<file path="src/rtl/vector_dot_product_pkg.sv">
// Shared library package: neuron-vector geometry and element type used by the
// vector stages (scalar expansion, dot product, elementwise ops).
package vector_dot_product_pkg;

  localparam int MAX_NEURONS = 8;
  localparam int IDX_W       = $clog2(MAX_NEURONS + 1);
  localparam int SEL_W       = $clog2(MAX_NEURONS);

  typedef logic signed [31:0] elem_t;
  typedef elem_t [MAX_NEURONS-1:0] arr_t;

endpackage

</file>
<file path="src/rtl/vector_dot_product_fixed_mul.sv">
// Signed 32x32 fixed-point multiply: full 64-bit product, arithmetic shift
// right by FRAC_BITS, low 32 bits kept (no rounding, no saturation).
module fixed_mul #(
  parameter int FRAC_BITS = 0
) (
  input  logic signed [31:0] a,
  input  logic signed [31:0] b,
  output logic signed [31:0] p
);

  logic signed [63:0] full;
  logic signed [63:0] shifted;

  assign full    = 64'(a) * 64'(b);
  assign shifted = full >>> FRAC_BITS;
  assign p       = shifted[31:0];

endmodule

</file>
<file path="src/rtl/vector_dot_product.sv">
// Sequential dot-product engine: one element pair per cycle, accumulating
// into a wrapping 32-bit register, with valid/ready on both sides.
module vector_dot_product
  import vector_dot_product_pkg::*;
#(
  parameter int FRAC_BITS = 0
) (
  input  logic               clk,
  input  logic               reset,
  input  logic               in_valid,
  output logic               in_ready,
  input  arr_t               vec_a,
  input  arr_t               vec_b,
  input  logic signed [31:0] length,
  output logic               out_valid,
  input  logic               out_ready,
  output logic signed [31:0] result
);

  // Handshake rule on both ports: a transfer happens on a rising edge where
  // valid and ready are both high; the sender holds its payload until then.

  typedef enum logic [1:0] {IDLE, RUN, DONE} state_t;

  state_t             state;
  arr_t               a_reg;
  arr_t               b_reg;
  logic [IDX_W-1:0]   len;
  logic [IDX_W-1:0]   idx;
  logic [IDX_W-1:0]   eff_len;
  logic signed [31:0] acc;
  logic signed [31:0] prod;

  always_comb begin
    eff_len = '0;
    if (length < 0)
      eff_len = '0;
    else if (length > MAX_NEURONS)
      eff_len = IDX_W'(MAX_NEURONS);
    else
      eff_len = length[IDX_W-1:0];
  end

  fixed_mul #(.FRAC_BITS(FRAC_BITS)) u_mul (
    .a (a_reg[idx[SEL_W-1:0]]),
    .b (b_reg[idx[SEL_W-1:0]]),
    .p (prod)
  );

  // in_ready and out_valid are registered alongside state, so they are
  // exact decodes of IDLE and DONE with no path from out_ready.
  always_ff @(posedge clk) begin
    if (reset) begin
      state     <= IDLE;
      in_ready  <= 1'b1;
      out_valid <= 1'b0;
      a_reg     <= '0;
      b_reg     <= '0;
      len       <= '0;
      idx       <= '0;
      acc       <= '0;
    end else begin
      case (state)
        IDLE: begin
          if (in_valid) begin
            a_reg    <= vec_a;
            b_reg    <= vec_b;
            len      <= eff_len;
            idx      <= '0;
            acc      <= '0;
            in_ready <= 1'b0;
            if (eff_len == '0) begin
              state     <= DONE;
              out_valid <= 1'b1;
            end else begin
              state <= RUN;
            end
          end
        end
        RUN: begin
          acc <= acc + prod;
          idx <= idx + IDX_W'(1);
          if (idx == len - IDX_W'(1)) begin
            state     <= DONE;
            out_valid <= 1'b1;
          end
        end
        DONE: begin
          if (out_ready) begin
            state     <= IDLE;
            out_valid <= 1'b0;
            in_ready  <= 1'b1;
          end
        end
        default: begin
          state     <= IDLE;
          in_ready  <= 1'b1;
          out_valid <= 1'b0;
        end
      endcase
    end
  end

  assign result = acc;

endmodule

</file>
<file path="config.mk">
export PLATFORM = sky130hd
export DESIGN_NAME = vector_dot_product
export DESIGN_NICKNAME = d
export VERILOG_FILES = /design/src/rtl/vector_dot_product_pkg.sv /design/src/rtl/vector_dot_product_fixed_mul.sv /design/src/rtl/vector_dot_product.sv
export SDC_FILE = /design/constraint.sdc
export NUM_CORES = 2
export LEC_CHECK = 0
export CORE_MARGIN = 4
export CORE_UTILIZATION = 30
export CTS_CLUSTER_DIAMETER = 80
export DETAILED_ROUTE_END_ITERATION = 7
export GPL_ROUTABILITY_DRIVEN = 0
export PLACE_DENSITY = 0.54
export REMOVE_ABC_BUFFERS = 1
export SYNTH_ARGS = -nofsm -noshare
export SYNTH_HDL_FRONTEND = slang
export SYNTH_SLANG_ARGS = --single-unit
</file>
<file path="constraint.sdc">
create_clock -name clk -period 11.25 [get_ports clk]
set_clock_uncertainty 0.05 [all_clocks]
set_input_delay 2.25 -clock clk [delete_from_list [all_inputs] [get_ports clk]]
set_output_delay 2.25 -clock clk [all_outputs]
set_load 0.1 [all_outputs]
</file>
* Yosys cells after proc, flatten, opt, wreduce, memory -nomap -nowiden
Index checks and enable logic that the tools add are counted.
** Word-level totals
- Register bits :: 556
** Operators by class
- Add/subtract/negate cells :: 3
- $mul :: 1
- Magnitude comparators :: 3
- Equal/unequal tests :: 7
- Muxes and demuxes :: 23
- Bitwise operators :: 1
- Reductions and logical operators :: 8
** Operator list (number)
- binary-select mux 32 bit (select 3 bit) :: 2
- 2-to-1 mux 32 bit :: 3
- one-hot mux 32 bit (2 select lines) :: 1
- adder 32 bit :: 1
- > comparator 32 x 5 -> 1 bit, second input constant :: 1
- less-than comparator 32 x 1 -> 1 bit, second input constant :: 1
- multiplier 32 x 32 -> 32 bit :: 1
- 2-to-1 mux 4 bit :: 3
- 2-to-1 mux 2 bit :: 4
- != test 2 bit, second input constant :: 4
- one-hot mux 4 bit (2 select lines) :: 1
- 2-to-1 mux 1 bit :: 6
- one-hot mux 1 bit (3 select lines) :: 2
- one-hot mux 2 bit (3 select lines) :: 1
- AND reduction 3 bit :: 2
- adder 4 x 1 -> 4 bit, second input constant :: 1
- == test 4 bit :: 1
- zero test 4 bit :: 1
- less-than comparator 3 x 4 -> 1 bit, second input constant :: 1
- AND reduction 2 bit :: 2
- AND reduction 4 bit :: 1
- subtractor 4 x 1 -> 4 bit, second input constant :: 1
- == test 2 x 1 -> 1 bit, second input constant :: 1
- == test 2 bit, second input constant :: 1
- other kinds (3) :: 3

* Logic depth before layout (Yosys ltp)
- Word-level depth :: 7
- Depth in mapped cells :: 35

* Cells and area by module
Synthesis repeated with hierarchy kept, for this count alone.
** Unflattened totals
- Cell total of the unflattened synthesis :: 4694
- Area, all modules :: 40719.1 µm²
** By module, submodules not included
- vector_dot_product :: times used 1, cells each 2867, area each 24352.1 µm², seq. area each 11130.7 µm²
- fixed_mul :: times used 1, cells each 1827, area each 16366.9 µm², seq. area each 0.0 µm²

* Worst setup path before layout
Ideal clock, no wire load.
- Path kind :: register to register
- Start :: reg idx[0]
- End :: reg acc[31], in the netlist result[31]
- Setup time :: 0.118 ns
- Arrival time :: 8.177 ns
- Setup slack :: 2.905 ns
- Cell stages (with the launch flop) :: 32
- Buffers on the path :: 6
- Clock period less this slack :: 8.345 ns
- Cells stage by stage :: dfxtp_1 > buf_6 > buf_6 > buf_6 > buf_4 > mux4_2 > o21ai_0 > clkbuf_1 > clkbuf_1 > nor2_1 > fa_1 > fa_1 > fa_1 > inv_1 > fa_1 > fa_1 > fa_1 > inv_1 > fa_1 > inv_1 > fa_1 > inv_1 > ha_1 > a21o_1 > a21o_1 > a21o_1 > nor3_1 > a21bo_2 > a311oi_1 > a311oi_1 > xnor2_1 > a22o_1
** Between the ends
- Longest elaborated chain between the ends :: 5
- Elaborated cells on any way between the ends :: 7
- Classes of those cells :: add/sub (1); mul (1); mux (5)
** RTL lines
- from (decl) :: line vector_dot_product.sv:29 : logic [IDX_W-1:0] idx;
- from (signal assigned) :: line vector_dot_product.sv:82 : idx <= idx + IDX_W'(1);
- binary-select mux 32 bit (select 3 bit), on equally long branches :: line vector_dot_product.sv:45, vector_dot_product.sv:46
- 2-to-1 mux 32 bit, on equally long branches :: line vector_dot_product.sv:45, vector_dot_product.sv:46
- multiplier 32 x 32 -> 32 bit * :: line vector_dot_product_fixed_mul.sv:14 : assign full = 64'(a) * 64'(b);
- adder 32 bit * :: line vector_dot_product.sv:81 : acc <= acc + prod;
- one-hot mux 32 bit (2 select lines) * :: line vector_dot_product.sv:63 : case (state)
- to (signal assigned) :: line vector_dot_product.sv:81
- to (decl) :: line vector_dot_product.sv:31 : logic signed [31:0] acc;
Every way passes the cells marked *; elsewhere a longest branch is shown, timed or not. The select of a mux whose other input is x is not followed.
A chain may end at the register's enable or synchronous reset.

* Worst setup path after layout
Same ends and word-level chain as after synthesis.

==> flow_metrics.py <==
metrics = {
    "critical_path": {
        "end_kind": "register",
        "critPathRequiredTime_ns": 11.73,
        "worst-setup-path-type": "reg2reg",
        "start_kind": "register",
        "worstPathMaxFanout": 28,
        "cp_data_arrival_time_ns": 9.72,
        "r2r_slack_ns": 2.01,
    },
    "cells_and_area": {
        "drive_gt1_share_pct": 8.05,
        "syn_to_final_growth_pct": 24.3,
        "nets": 6270,
        "utilization_pct": 37.5,
        "final_cells": 6955,
        "final_cell_mix": "nand2_1 (1144), clkdlybuf4s50_1 (580), a21oi_1 (561)",
        "postLayoutCellArea_um2": 50100,
        "fillers": 13858,
        "final_common_cell": "nand2_1",
    },
    "detailed_routing": {
        "detail-route-antenna-nets": 0,
        "first_pass_iters": 6,
        "drtIter0Drc": 2126,
        "vias": 32929,
        "drc": 0,
        "wl_per_cell_um": 20.0,
        "drt_wl_total_um": 139000,
        "detail_route.vias_per_cell": 4.73,
    },
    "sta": {
        "timing.final.crit_share_pct": 82.1,
        "setup_violations": 0,
        "slew_headroom_pct": 24.2,
        "slew_viol_final": 0,
        "layout_setup_ws_ns": 2.01,
        "final_hold_viol_count": 0,
        "period_needed_ns": 9.24,
        "fmax_mhz": 108,
        "worst_pin_slew_ns": 1.14,
        "rsz0062_at_grt": "false",
    },
    "job": {
        "maxCapViolations": 0,
    },
    "power": {
        "p_leak_nw": 20.4,
        "swShare_pct": 41.8,
        "power_frac_clock_pct": 25.2,
        "comb_power_share_pct": 47.7,
        "switching_power_mw": 3.63,
        "internal_power_mw": 5.06,
        "peakVddDrop_mv": 0.125,
        "power_density_nw_per_um2": 173,
        "pwr-share-seq_pct": 27.1,
    },
    "grt": {
        "globalRouteOverflowTotal": 0,
        "grt_pass1_wl_um": 210000,
        "grt_max_degree": 178,
        "track_usage_pct": 19.5,
        "antenna_found_initial": 10,
        "grt_pass1_vias": 34359,
    },
    "cts": {
        "cts_setup_buffers": 0,
        "clk_pin_slew_ns": 0.06,
        "cts_made_buffers": 69,
        "clockBufferDepth": 3,
        "clock_latency_ns": 0.65,
        "clk_root_buffer_cell": "clkbuf_16",
        "cts.sinks": 556,
        "post_cts_resized": 0,
        "cts_tree": "yes",
        "cts-hold-fix-buffers": 0,
        "htreeDepth": 3,
    },
    "synthesis": {
        "synth_edf_count": 0,
        "synth_seq_cells": 556,
        "yosysSeqAreaShare_pct": 27.6,
        "avgSynthCellArea_um2": 8.59,
        "async_flop_share_pct": 0,
        "synth_cells": 4685,
        "yosys_warnings": 0,
        "synthFlopType": "dfxtp_1",
        "syn_area_um2": 40300,
        "synth_cell_type_count": 72,
    },
    "placement": {
        "place_area_um2": 47800,
        "dp_hpwl_um": 106000,
        "placed_cells": 6828,
        "pre_cts_ws_ns": 1.92,
        "port_buffers": 581,
    },
    "floorplan": {
        "io_pins": 582,
        "rows": 134,
        "start_util_pct": 30.2,
        "fp.dieArea_um2": 140000,
        "core_um2": 133000,
        "die_h_um": 374,
        "die_w_um": 374,
    },
    "outcome": {
        "status": "finished clean",
    },
    "min_path": {
        "holdCritPathClass": "reg2reg",
    },
}
## power by group through the flow
stage / Clock (mW) / Combinational [mW] / Sequential (mW)
3_3_place_gp: 0 / 4.12 / 2.39
2_1_floorplan: 0 / 2.72 / 2.55
5_1_grt: 2.32 / 4.65 / 2.38
4_1_cts: 2.26 / 4.16 / 2.36
3_5_place_dp: 0 / 4.13 / 2.40
6_report: 2.18 / 4.14 / 2.36
## per-stage QoR
step	hold WS [ns]	TNS (ns)	power, mW
3_5_place_dp	0.394	0	6.54
4_1_cts	0.401	0	8.77
6_report	0.398	0	8.68
2_1_floorplan	0.375	-3678.18	5.27
3_3_place_gp	0.389	0	6.51
5_1_grt	0.417	0	9.35
## per-layer routing
metal  GRT usage [%]  wire length [um]  vias up  part of all wire [%]
met2            33.8             69000      826                    50
met3            3.30              7110      153                   5.1
met4            5.61              3570        2                   2.6
li1                -                 -    15697                     -
met5               0                20        -                 0.014
met1            24.9             59200    16251                    43
## synthesized netlist by cell type (all sizes together) (10+ instances only)
cell | instances | area share, %
fa | 438 | 22
buf | 44 | 1.0
nand2 | 1149 | 11
nand2b | 66 | 1.0
o21a | 10 | 0.19
clkbuf | 254 | 2.4
xor2 | 13 | 0.28
ha | 153 | 4.8
o21ai | 32 | 0.41
or2 | 55 | 0.86
nor3 | 12 | 0.15
xnor2 | 63 | 1.5
mux4 | 92 | 5.2
nand3 | 37 | 0.46
a221oi | 10 | 0.44
nor2b | 27 | 0.42
a21o | 13 | 0.24
and2 | 21 | 0.33
nor2 | 334 | 3.1
dfxtp | 556 | 28
a21oi | 561 | 7.0
inv | 534 | 5.0
a22oi | 24 | 0.45
mux2i | 89 | 2.4
mux2 | 14 | 0.39
## critical path, cell delays in order, from the launching register on
cell and delay, ns:
dfxtp_4 0.75, buf_4 0.45, mux4_2 0.57, nand2_1 0.11, and2_1 0.60, nor2_1 0.15
fa_1 0.50, fa_1 0.57, inv_1 0.05, fa_1 0.47, fa_1 0.59, fa_1 0.46
fa_1 0.56, inv_1 0.05, fa_1 0.47, inv_1 0.05, fa_1 0.47, inv_1 0.04
ha_1 0.33, a21o_1 0.20, a21o_1 0.18, a21o_1 0.20, nor3_1 0.21, a21bo_2 0.20
a311oi_1 0.14, a311oi_1 0.35, xnor2_1 0.11, a22o_1 0.19
## layout make-up
cell class                 count  area (um^2)  share of cell area [%]
clock buffer                  98         1980                    3.95
multi-input combinational   3297        25900                    51.7
timing repair buffer         673         6600                    13.2
clock inverter                21          220                   0.440
antenna                        8         20.0                  0.0400
tap                         1768         2210                    4.42
inverter                     534         2010                    4.01
sequential                   556        11100                    22.3
## path summary, 6_finish.rpt
check                                  end  cells past startpoint  startpoint
worst min register to register   a_reg[36]                      2   a_reg[36]
worst max-delay path            result[31]                     27      idx[0]
worst max register to register  result[31]                     27      idx[0]
worst min-delay path             a_reg[36]                      2   a_reg[36]
## kinds of logic (layout without fill, tap and decap cells)
family / count (synthesis) / in the layout / synth area share, %
and+or+nand+nor: 1739 / 1739 / 17.8
AOI/OAI and AO/OA: 693 / 693 / 9.67
other: 0 / 8 / 0
adders and majority gates: 591 / 591 / 26.5
muxes: 195 / 195 / 8.04
xor gates and xnor gates: 79 / 79 / 1.95
DFF: 556 / 556 / 27.6
buffers and inverters: 832 / 1326 / 8.37
(Power assumes the default switching activity.)
